## src/rtl/spi_mem_arbiter.sv

```systemverilog
// spi_mem_arbiter: decodes SPI command words and shares a
// single-port RAM with a local host, round-robin.
module spi_mem_arbiter #(
  parameter int unsigned ADDR_SIZE = 8,
  parameter int unsigned DATA_W    = 8
) (
  input  logic                 clk,
  input  logic                 rst,
  input  logic [9:0]           rx_data,
  input  logic                 rx_valid,
  output logic [DATA_W-1:0]    tx_data,
  output logic                 tx_valid,
  input  logic                 host_req,
  input  logic                 host_we,
  input  logic [ADDR_SIZE-1:0] host_addr,
  input  logic [DATA_W-1:0]    host_wdata,
  output logic                 host_gnt,
  output logic [DATA_W-1:0]    host_rdata,
  output logic                 host_rvalid,
  output logic                 mem_en,
  output logic                 mem_we,
  output logic [ADDR_SIZE-1:0] mem_addr,
  output logic [DATA_W-1:0]    mem_wdata,
  input  logic [DATA_W-1:0]    mem_rdata,
  input  logic                 err_clr,
  output logic                 err_seq,
  output logic                 err_ovf,
  output logic                 busy
);

  typedef enum logic [1:0] {
    IDLE    = 2'd0,
    ACCESS  = 2'd1,
    CAPTURE = 2'd2
  } state_t;

  localparam logic [1:0] C_WA = 2'b00;
  localparam logic [1:0] C_WR = 2'b01;
  localparam logic [1:0] C_RA = 2'b10;
  localparam logic [1:0] C_RD = 2'b11;

  state_t state, state_nxt;

  logic [1:0]           cmd;
  logic [ADDR_SIZE-1:0] rx_addr;
  logic [DATA_W-1:0]    rx_byte;

  logic [ADDR_SIZE-1:0] wr_addr, rd_addr;
  logic                 rd_armed;

  logic                 pend_v, pend_we;
  logic [ADDR_SIZE-1:0] pend_addr;
  logic [DATA_W-1:0]    pend_data;

  logic                 op_we, op_host;
  logic [ADDR_SIZE-1:0] op_addr;
  logic [DATA_W-1:0]    op_wdata;
  logic                 last_host;

  logic spi_sel, host_sel, slot_free;
  logic ld_wa, ld_ra, is_wr, is_rd;
  logic take_wr, take_rd, new_ovf, new_seq;

  assign cmd     = rx_data[9:8];
  assign rx_addr = rx_data[ADDR_SIZE-1:0];
  assign rx_byte = rx_data[DATA_W-1:0];

  // On a tie the requester that did not own the port last wins.
  assign spi_sel  = (state == IDLE) & pend_v
                  & (~host_req | last_host);
  assign host_sel = (state == IDLE) & host_req & ~spi_sel;

  assign slot_free = ~pend_v | spi_sel;

  assign ld_wa   = rx_valid & (cmd == C_WA);
  assign ld_ra   = rx_valid & (cmd == C_RA);
  assign is_wr   = rx_valid & (cmd == C_WR);
  assign is_rd   = rx_valid & (cmd == C_RD);
  assign take_wr = is_wr & slot_free;
  assign take_rd = is_rd & rd_armed & slot_free;
  assign new_ovf = (is_wr | (is_rd & rd_armed)) & ~slot_free;
  assign new_seq = is_rd & ~rd_armed;

  always_ff @(posedge clk) begin
    if (rst) begin
      wr_addr  <= '0;
      rd_addr  <= '0;
      rd_armed <= 1'b0;
    end else begin
      unique case (1'b1)
        ld_wa: wr_addr <= rx_addr;
        ld_ra: begin
          rd_addr  <= rx_addr;
          rd_armed <= 1'b1;
        end
        take_wr: wr_addr <= wr_addr + 1'b1;
        take_rd: rd_addr <= rd_addr + 1'b1;
        default: ;
      endcase
    end
  end

  always_ff @(posedge clk) begin
    if (rst) begin
      pend_v    <= 1'b0;
      pend_we   <= 1'b0;
      pend_addr <= '0;
      pend_data <= '0;
    end else if (take_wr) begin
      pend_v    <= 1'b1;
      pend_we   <= 1'b1;
      pend_addr <= wr_addr;
      pend_data <= rx_byte;
    end else if (take_rd) begin
      pend_v    <= 1'b1;
      pend_we   <= 1'b0;
      pend_addr <= rd_addr;
      pend_data <= '0;
    end else if (spi_sel) begin
      pend_v <= 1'b0;
    end
  end

  always_ff @(posedge clk) begin
    if (rst) begin
      state <= IDLE;
    end else begin
      state <= state_nxt;
    end
  end

  always_comb begin
    state_nxt = state;
    unique case (state)
      IDLE: begin
        if (spi_sel || host_sel) begin
          state_nxt = ACCESS;
        end
      end
      ACCESS:  state_nxt = op_we ? IDLE : CAPTURE;
      CAPTURE: state_nxt = IDLE;
      default: state_nxt = IDLE;
    endcase
  end

  always_ff @(posedge clk) begin
    if (rst) begin
      op_we     <= 1'b0;
      op_host   <= 1'b0;
      op_addr   <= '0;
      op_wdata  <= '0;
      last_host <= 1'b1;
    end else if (spi_sel) begin
      op_we     <= pend_we;
      op_host   <= 1'b0;
      op_addr   <= pend_addr;
      op_wdata  <= pend_data;
      last_host <= 1'b0;
    end else if (host_sel) begin
      op_we     <= host_we;
      op_host   <= 1'b1;
      op_addr   <= host_addr;
      op_wdata  <= host_wdata;
      last_host <= 1'b1;
    end
  end

  always_comb begin
    mem_en    = 1'b0;
    mem_we    = 1'b0;
    mem_addr  = '0;
    mem_wdata = '0;
    host_gnt  = 1'b0;
    if (state == ACCESS) begin
      mem_en    = 1'b1;
      mem_we    = op_we;
      mem_addr  = op_addr;
      mem_wdata = op_wdata;
      host_gnt  = op_host;
    end
  end

  assign busy = (state != IDLE) | pend_v;

  always_ff @(posedge clk) begin
    if (rst) begin
      tx_data     <= '0;
      tx_valid    <= 1'b0;
      host_rdata  <= '0;
      host_rvalid <= 1'b0;
    end else begin
      tx_valid    <= 1'b0;
      host_rvalid <= 1'b0;
      if (state == CAPTURE) begin
        if (op_host) begin
          host_rdata  <= mem_rdata;
          host_rvalid <= 1'b1;
        end else begin
          tx_data  <= mem_rdata;
          tx_valid <= 1'b1;
        end
      end
    end
  end

  // A fresh error in the clearing cycle must survive.
  always_ff @(posedge clk) begin
    if (rst) begin
      err_seq <= 1'b0;
      err_ovf <= 1'b0;
    end else begin
      err_seq <= new_seq | (err_seq & ~err_clr);
      err_ovf <= new_ovf | (err_ovf & ~err_clr);
    end
  end

endmodule

```

## config.mk

```make
export PLATFORM = sky130hd
export DESIGN_NAME = spi_mem_arbiter
export DESIGN_NICKNAME = d
export VERILOG_FILES = /design/src/rtl/spi_mem_arbiter.sv
export SDC_FILE = /design/constraint.sdc
export NUM_CORES = 1
export LEC_CHECK = 0
export ABC_AREA = 1
export CORE_MARGIN = 5
export CORE_UTILIZATION = 46
export CTS_CLUSTER_DIAMETER = 120
export DETAILED_ROUTE_END_ITERATION = 6
export PLACE_DENSITY = 0.77
export REMOVE_ABC_BUFFERS = 1
export SYNTH_ARGS = -nofsm -noshare
export SYNTH_HDL_FRONTEND = slang
export SYNTH_SLANG_ARGS = --single-unit
```

## constraint.sdc

```tcl
create_clock -name clk -period 1.27 [get_ports clk]
set_input_delay 0.254 -clock clk [delete_from_list [all_inputs] [get_ports clk]]
set_output_delay 0.254 -clock clk [all_outputs]
set_load 0.005 [all_outputs]
```

# Yosys cells after proc, flatten, opt, wreduce, memory -nomap -nowiden
# Index checks and enable logic that the tools add are counted.
# op_classes
add_sub_neg	2
eq_ne	6
mux	29
bitwise	29
n_reduce_logical	13
# op_table
operator	count
2-to-1 mux 8 bit	10
case mux 8 bit (2 select lines)	2
adder 8 x 1 -> 8 bit, second input constant	2
bitwise AND 1 bit	15
2-to-1 mux 1 bit	14
nonzero test 2 bit	5
inverter 1 bit	8
equality test 2 bit, second input constant	3
bitwise OR 1 bit	6
equality test 2 x 1 -> 1 bit, second input constant	2
logical NOT 2 bit	2
2-to-1 mux 2 bit	2
case mux 2 bit (2 select lines)	1
AND reduction 2 bit	2
OR reduction 2 bit	2
nonzero test 3 bit	1
inequality test 2 x 1 -> 1 bit, second input constant	1
logical OR 1 bit	1
# totals
regBits	76
output_inout_bits	40

# Longest topological paths before layout
# Gate-level depths: netlist (run 1).
# logic_depth
depth_word	8
depth_mapped	10
ltp_nobuf	10

# Worst setup path before layout (run 1)
# Ideal clock, no wire load.
# synth_timing
path_type	register to output
start	reg state[0]
end	out mem_addr[0]
arrival_ns	1.141
required_ns	1.016
setup_slack_ns	-0.125
path_stages_with_launch	6
n_path_buf	1
cell_sequence	dfxtp_1 -> inv_1 -> nor2_1 -> clkinv_1 -> clkbuf_1 -> nor2_1
# synth_via
elab_chain_cells	2
# synth_lines
element	line_no	text
from (decl)	42	state_t state, state_nxt;
from (signal assigned)	128	state <= state_nxt;
equality test 2 x 1 -> 1 bit	174	if (state == ACCESS) begin
2-to-1 mux 8 bit	174	
to (decl)	22	output logic [ADDR_SIZE-1:0] mem_addr,
# No other way between the ends.

# Worst setup path after layout (run 1)
# layout_timing
start	reg state[1]
end	reg wr_addr[4]
# layout_via
elab_chain_cells	6
# layout_lines
element	line_no	text
logical NOT 2 bit *	69	assign spi_sel = (state == IDLE) & pend_v
bitwise AND 1 bit *	69	
bitwise AND 1 bit *	70	& (~host_req | last_host);
bitwise OR 1 bit *	73	assign slot_free = ~pend_v | spi_sel;
bitwise AND 1 bit *	79	assign take_wr = is_wr & slot_free;
case mux 8 bit (2 select lines) or nonzero test 2 bit (tied branches)	--	
to (signal assigned)	91	ld_wa: wr_addr <= rx_addr;
to (signal assigned)	96	take_wr: wr_addr <= wr_addr + 1'b1;
to (decl)	48	logic [ADDR_SIZE-1:0] wr_addr, rd_addr;
# Every way passes the cells marked *; elsewhere a longest branch is shown, timed or not.
# A chain may end at the register's enable or synchronous reset.

==> results.json, run 1 <==
{
  "path_cells": "buf_6, nor2_4, buf_6, a21oi_4, buf_6, nor2_4, buf_6, nand2_1, a21oi_2, nor2_1",
  "multi_input_area_um2": 2290,
  "fillers": 454,
  "first_pass_iters": 7,
  "worstPathRequired_ns": 1.51,
  "die_x_um": 99.3,
  "final-setup-viol-count": 76,
  "grtUsageMet2": 0.443,
  "initial_utilization": 0.475,
  "busiest_layer": "met2",
  "ant_nets": 0,
  "vias_per_cell": 5.70,
  "end_kind": "flop",
  "totalWireLength_um": 15000,
  "hpwl_um": 7510,
  "route.detailed.drc": 2,
  "std_cell_rows": 32,
  "grt_pass1_vias": 4215,
  "fin_skew_ns": 0.0148,
  "slowest_delay_ns": 0.36,
  "ys_ff_latch": 76,
  "mostFrequentLayoutCells": "nand2_1, inv_1, dfxtp_1, clkdlybuf4s50_1, buf_4",
  "cts_root_buf": "clkbuf_8",
  "grt_antenna_before_repair": 0,
  "slew_violations": 0,
  "p_leak_nw": 2.73,
  "cts_tree": "done",
  "synth_top_area_share": 0.415,
  "n_antenna_cell": 0,
  "post-place-ws_ns": -0.535,
  "fin_crit_ns": 1.70,
  "numPortBuffers": 79,
  "seqCellArea_um2": 1530,
  "max_slew_margin": 0.690,
  "cp_common_cell": "buf_6",
  "crit_type": "flop to flop",
  "drt-initial-drc-count": 424,
  "routabilityCongestion": 0.879,
  "hold_class": "flop to flop",
  "path_max_fanout": 5,
  "gr-total-overflow": 0,
  "chipHeight_um": 99.3,
  "cp.arrival_ns": 1.94,
  "yosys_warnings": 0,
  "holdWs_ns": 0.432,
  "synthToLayoutAreaGrowth_pct": 64.3,
  "grt_pass1_wl_um": 19900,
  "timing.fmax_ghz": 0.587,
  "synth.distinct_cells": 30,
  "violations": "DRC, setup timing",
  "use_met1": 0.287,
  "critPathSlowestCell": "dfxtp_4",
  "insertion_delay_ns": 0.36,
  "tightestPinTransition_ns": 0.465,
  "die_area_um2": 9860,
  "numCtsBuffers": 9,
  "cpLargestDelayFamily": "buffers and inverters",
  "yosysSeqAreaShare": 0.415,
  "maxCapViolCount": 0,
  "cts_buffer_depth": 2,
  "start_kind": "flop",
  "synth_top_cell_by_area": "dfxtp_1",
  "synth_area_leaders": "dfxtp_1, nand2_1, inv_1, a21oi_1, o21ai_0",
  "ir_worst_vdd_mv": 1.15,
  "cts_num_sinks": 76,
  "fp.coreArea_um2": 7730,
  "setup_ws_ns": -0.434,
  "gr-usage-met3": 0.0435,
  "finalHoldViolations": 0,
  "path_buf_inv": 4,
  "fin_nets": 730,
  "grt_max_degree": 31,
  "drive_gt1_frac": 0.340,
  "fin_tns_setup_ns": -25.26,
  "syn_area_per_cell_um2": 6.75,
  "final_common_cell": "nand2_1",
  "ioPinCount": 80,
  "finalCritPeriodShare": 1.34,
  "grt_use_total": 0.249,
  "postSynthCellCount": 543,
  "status": "complete, but fails checks",
  "vias": 4523,
  "wl_per_cell_um": 18.8,
  "power_density_nw_per_um2": 976,
  "htree_levels": 3,
  "rsz0062_at_grt": "yes",
  "syn_area_um2": 3670,
  "cts.clk_slew.worst_paths_ns": 0.07
}
[what timing repair did]
| item | in CTS | in global routing |
|---|---|---|
| gates cloned | 7 | 3 |
| setup endpoints to repair | 92 | 90 |
| setup buffers | 18 | 6 |
| resized for setup | 186 | 116 |
| hold buffers | 0 | 0 |
| pin swaps | 26 | 22 |
[sequential cells by signal, indices dropped and copies added (netlist names), 2 cells and up]
name	cells
wr_addr	8
rd_addr	8
pend_data	8
pend_addr	8
host_rdata	8
tx_data	8
op_addr	8
state	2
op_wdata	8
[Yosys cell counts]
cell type	n
nand2_1	164
inv_1	90
dfxtp_1	76
a21oi_1	45
nor2_1	38
o21ai_0	32
nand3_1	29
o211ai_1	17
clkbuf_1	11
nand2_4	5
buf_4	4
inv_2	4
nor2_4	4
nand4_1	3
buf_6	2
ha_1	2
nand2_2	2
nor2_2	2
nor3_1	2
a211oi_1	1
a21oi_4	1
buf_2	1
clkinv_1	1
nand3_2	1
nand3b_1	1
nand4_4	1
nor3_2	1
o21ai_1	1
o21bai_1	1
xnor2_1	1
[power by group]
part           internal [mW]  leakage (nW)  switching, mW
registers               2.50         0.621          0.101
clock network          0.954        0.0996          0.940
logic                  0.639          2.01          0.744
[through the flow]
step / total power, mW / utilization / cells / instance area [µm²]
2_1_floorplan: 3.04 / - / 525 / 3570
3_3_place_gp: 3.55 / 0.640 / 752 / 4940
3_5_place_dp: 3.58 / 0.640 / 752 / 4940
4_1_cts: 5.59 / 0.726 / 789 / 5610
5_1_grt: 6.09 / 0.780 / 794 / 6030
6_report: 5.88 / 0.780 / 794 / 6030
[logic make-up (layout without fill, tap and decap cells)]
family	count (synthesis)	count (layout)	share of synthesized area
simple gates	253	255	0.302
xor+xnor	1	1	0.00239
compound gates	98	98	0.150
flops	76	76	0.415
buf+inv	113	260	0.124
fa+ha+maj	2	2	0.00682
[metal layers]
metal | vias up | routed length [µm]
li1 | 1994 | -
met1 | 2070 | 5160
met2 | 340 | 7330
met3 | 119 | 1400
met4 | 0 | 1070
met5 | - | 0
[area by class of cell]
cell class / instances / area share
Clock buffer: 11 / 0.0235
Clock inverter: 4 / 0.00810
Inverter: 95 / 0.0625
Multi-Input combinational cell: 356 / 0.380
Sequential cell: 76 / 0.253
Tap cell: 102 / 0.0212
Timing Repair Buffer: 150 / 0.252
[path summary, 6_finish.rpt]
check	startpoint	to	slack (ns)	depth (start not counted)
hold reg to reg	op_we	state[1]	0.43	1
setup / recovery	state[1]	wr_addr[4]	-0.43	10
setup reg to reg	state[1]	wr_addr[4]	-0.43	10
hold / removal	op_we	state[1]	0.43	1
[worst register-to-register path, delay by kind of cell, from the launching register on]
kind	cells	cell delay [ns]
buffers and inverters	4	0.53
and+or+nand+nor	4	0.47
DFF	1	0.36
AOI/OAI and AO/OA	2	0.23
No activity file was read; power rests on OpenSTA's default activity.
==> run 2: changes to the inputs <==
--- a/config.mk
+++ b/config.mk
@@ -6,6 +6,7 @@
 export NUM_CORES = 1
 export LEC_CHECK = 0
 export ABC_AREA = 1
+export CORE_ASPECT_RATIO = 0.8
 export CORE_MARGIN = 5
 export CORE_UTILIZATION = 46
 export CTS_CLUSTER_DIAMETER = 120
==> run 2 against run 1 <==
  * The run ends with setup timing left
  * Power is 1.2% higher
  * Hold slack worse by 0.099 ns
  * Routed wire length is 2.8% lower
  * Non-clock buffer count is 4 higher
  * Critical path depth is 1 higher
  * Global-route usage is 2.1 points higher
  * Cell count is 1.5% higher
  * Maximum frequency is 0.54% higher
  * Critical path type unchanged
==> results.json, run 2 (synthesized netlist as in run 1, its figures left out) <==
{
  "status": "complete, but fails checks",
  "violations": "setup timing",
  "insertion_delay_ns": 0.37,
  "final_common_cell": "nand2_1",
  "slowest_delay_ns": 0.36,
  "cts_buffer_depth": 2,
  "grt_max_degree": 45,
  "cp.arrival_ns": 1.92,
  "worstPathRequired_ns": 1.50,
  "wl_met2_um": 7120,
  "dpl_cell_area_um2": 4870,
  "hpwl_um": 7640,
  "fin_tns_setup_ns": -26.63,
  "cts.clk_slew.worst_paths_ns": 0.08,
  "hold_class": "primary input to flop",
  "r2r_start": "state[1]",
  "tightestPinTransition_ns": 0.479,
  "path_max_fanout": 7,
  "maxCapViolCount": 0,
  "synthToLayoutAreaGrowth_pct": 68.5,
  "min_path_cells": 3,
  "grt_pass1_wl_um": 21000,
  "setup_ws_ns": -0.424,
  "die_x_um": 110,
  "n_antenna_cell": 0,
  "chipHeight_um": 89.9,
  "wl_met1_um": 5610,
  "grt_pass1_vias": 4305,
  "stdcell_area_um2": 6180,
  "holdCritStartpoint": "rx_data[9]",
  "drt-initial-drc-count": 362,
  "slew_violations": 0,
  "wl_met3_um": 1340,
  "rsz0062_at_grt": "yes",
  "cp_common_cell": "nand2_8",
  "wl_per_cell_um": 18.0,
  "vias_per_cell": 5.44,
  "route.detailed.drc": 0,
  "htree_levels": 3,
  "hold_buffers": 0,
  "fin_skew_ns": 0.0177,
  "ioPinCount": 80,
  "min_to": "err_seq",
  "path_buf_inv": 4,
  "finalCritPeriodShare": 1.33,
  "initial_utilization": 0.468,
  "power_mw": 5.95,
  "numPortBuffers": 79,
  "vias": 4383,
  "finalHoldViolations": 0,
  "timing.fmax_ghz": 0.590,
  "gr-total-overflow": 0,
  "r2r_end": "wr_addr[3]",
  "first_pass_iters": 5,
  "fin_nets": 735,
  "cts_root_buf": "clkbuf_8",
  "numCtsBuffers": 9,
  "cpLargestDelayFamily": "simple AND/OR/NAND/NOR gates",
  "power_density_nw_per_um2": 963,
  "cts_num_sinks": 76,
  "die_area_um2": 9870,
  "drive_gt1_frac": 0.368,
  "ant_nets": 0,
  "grt_use_total": 0.271,
  "totalWireLength_um": 14500,
  "cts_tree": "done",
  "fp.coreArea_um2": 7840,
  "final-setup-viol-count": 74,
  "routabilityCongestion": 0.893,
  "path_cells": "buf_6, nor2_4, buf_6, nand3_4, buf_12, nand2_8, nand2_8, nand2_8, inv_8, nand2_2, a21oi_2",
  "p_leak_nw": 2.79,
  "start_kind": "flop",
  "ff2ff_path_depth": 11,
  "end_kind": "flop",
  "fin_crit_ns": 1.69,
  "mostFrequentLayoutCells": "nand2_1, inv_1, dfxtp_1, nand2_2, buf_4",
  "grt_antenna_before_repair": 0,
  "highest_layer": "met4",
  "critPathSlowestCell": "dfxtp_4",
  "std_cell_rows": 29,
  "crit_type": "flop to flop",
  "r2r_slack_ns": -0.42,
  "ir_worst_vdd_mv": 0.790,
  "max_slew_margin": 0.681
}
## run 2: per-stage QoR
stage	hold slack [ns]	util	cells	setup slack, ns
final	0.333	0.788	806	-0.424
after floorplan	0.323	-	525	-0.0852
after global routing	0.350	0.788	806	-0.494
after detailed placement	0.416	0.622	756	-0.623
after CTS	0.435	0.748	805	-0.370
after global placement	0.427	0.622	756	-0.547
## run 2: how the worst max path moves through the flow
stage | from | to | slack [ns] | cells after the start
final | state[1] | wr_addr[3] | -0.42 | 11
after detailed placement | rx_data[8] | rd_addr[6] | -0.62 | 6
after global routing | state[1] | wr_addr[6] | -0.49 | 12
after CTS | state[0] | mem_wdata[7] | -0.37 | 7
after floorplan | state[0] | host_gnt | -0.09 | 4
after global placement | rx_data[8] | rd_addr[5] | -0.55 | 6
## run 2: layer usage
metal  vias to the layer above  track usage
met1                      2055        0.340
met3                        51       0.0645
met2                       271        0.439
met4                         0        0.113
li1                       2006            -
met5                         -            0
## run 2: timing repair
| item | in CTS | in global routing |
|---|---|---|
| setup buffers | 25 | 5 |
| setup endpoints to repair | 95 | 81 |
| pin swaps | 31 | 37 |
| gates resized for setup | 246 | 87 |
| gates cloned | 11 | 1 |
## run 2: area by class of cell
type | count | area, µm²
Clock buffer | 9 | 124
Clock inverter | 7 | 57.6
Fill cell | 508 | 1660
Inverter | 95 | 392
Multi-Input combinational cell | 357 | 2340
Sequential cell | 76 | 1530
Tap cell | 108 | 135
Timing Repair Buffer | 154 | 1600
## run 2: power by group
part / internal [mW] / switching, mW
Clock: 0.741 / 1.06
Sequential: 2.50 / 0.0896
Combinational: 0.750 / 0.810
## run 2: worst min-delay path, cell delays in order
cell	delay, ns
dlymetal6s2s_1	0.19
nand4_1	0.14
a21oi_1	0.06
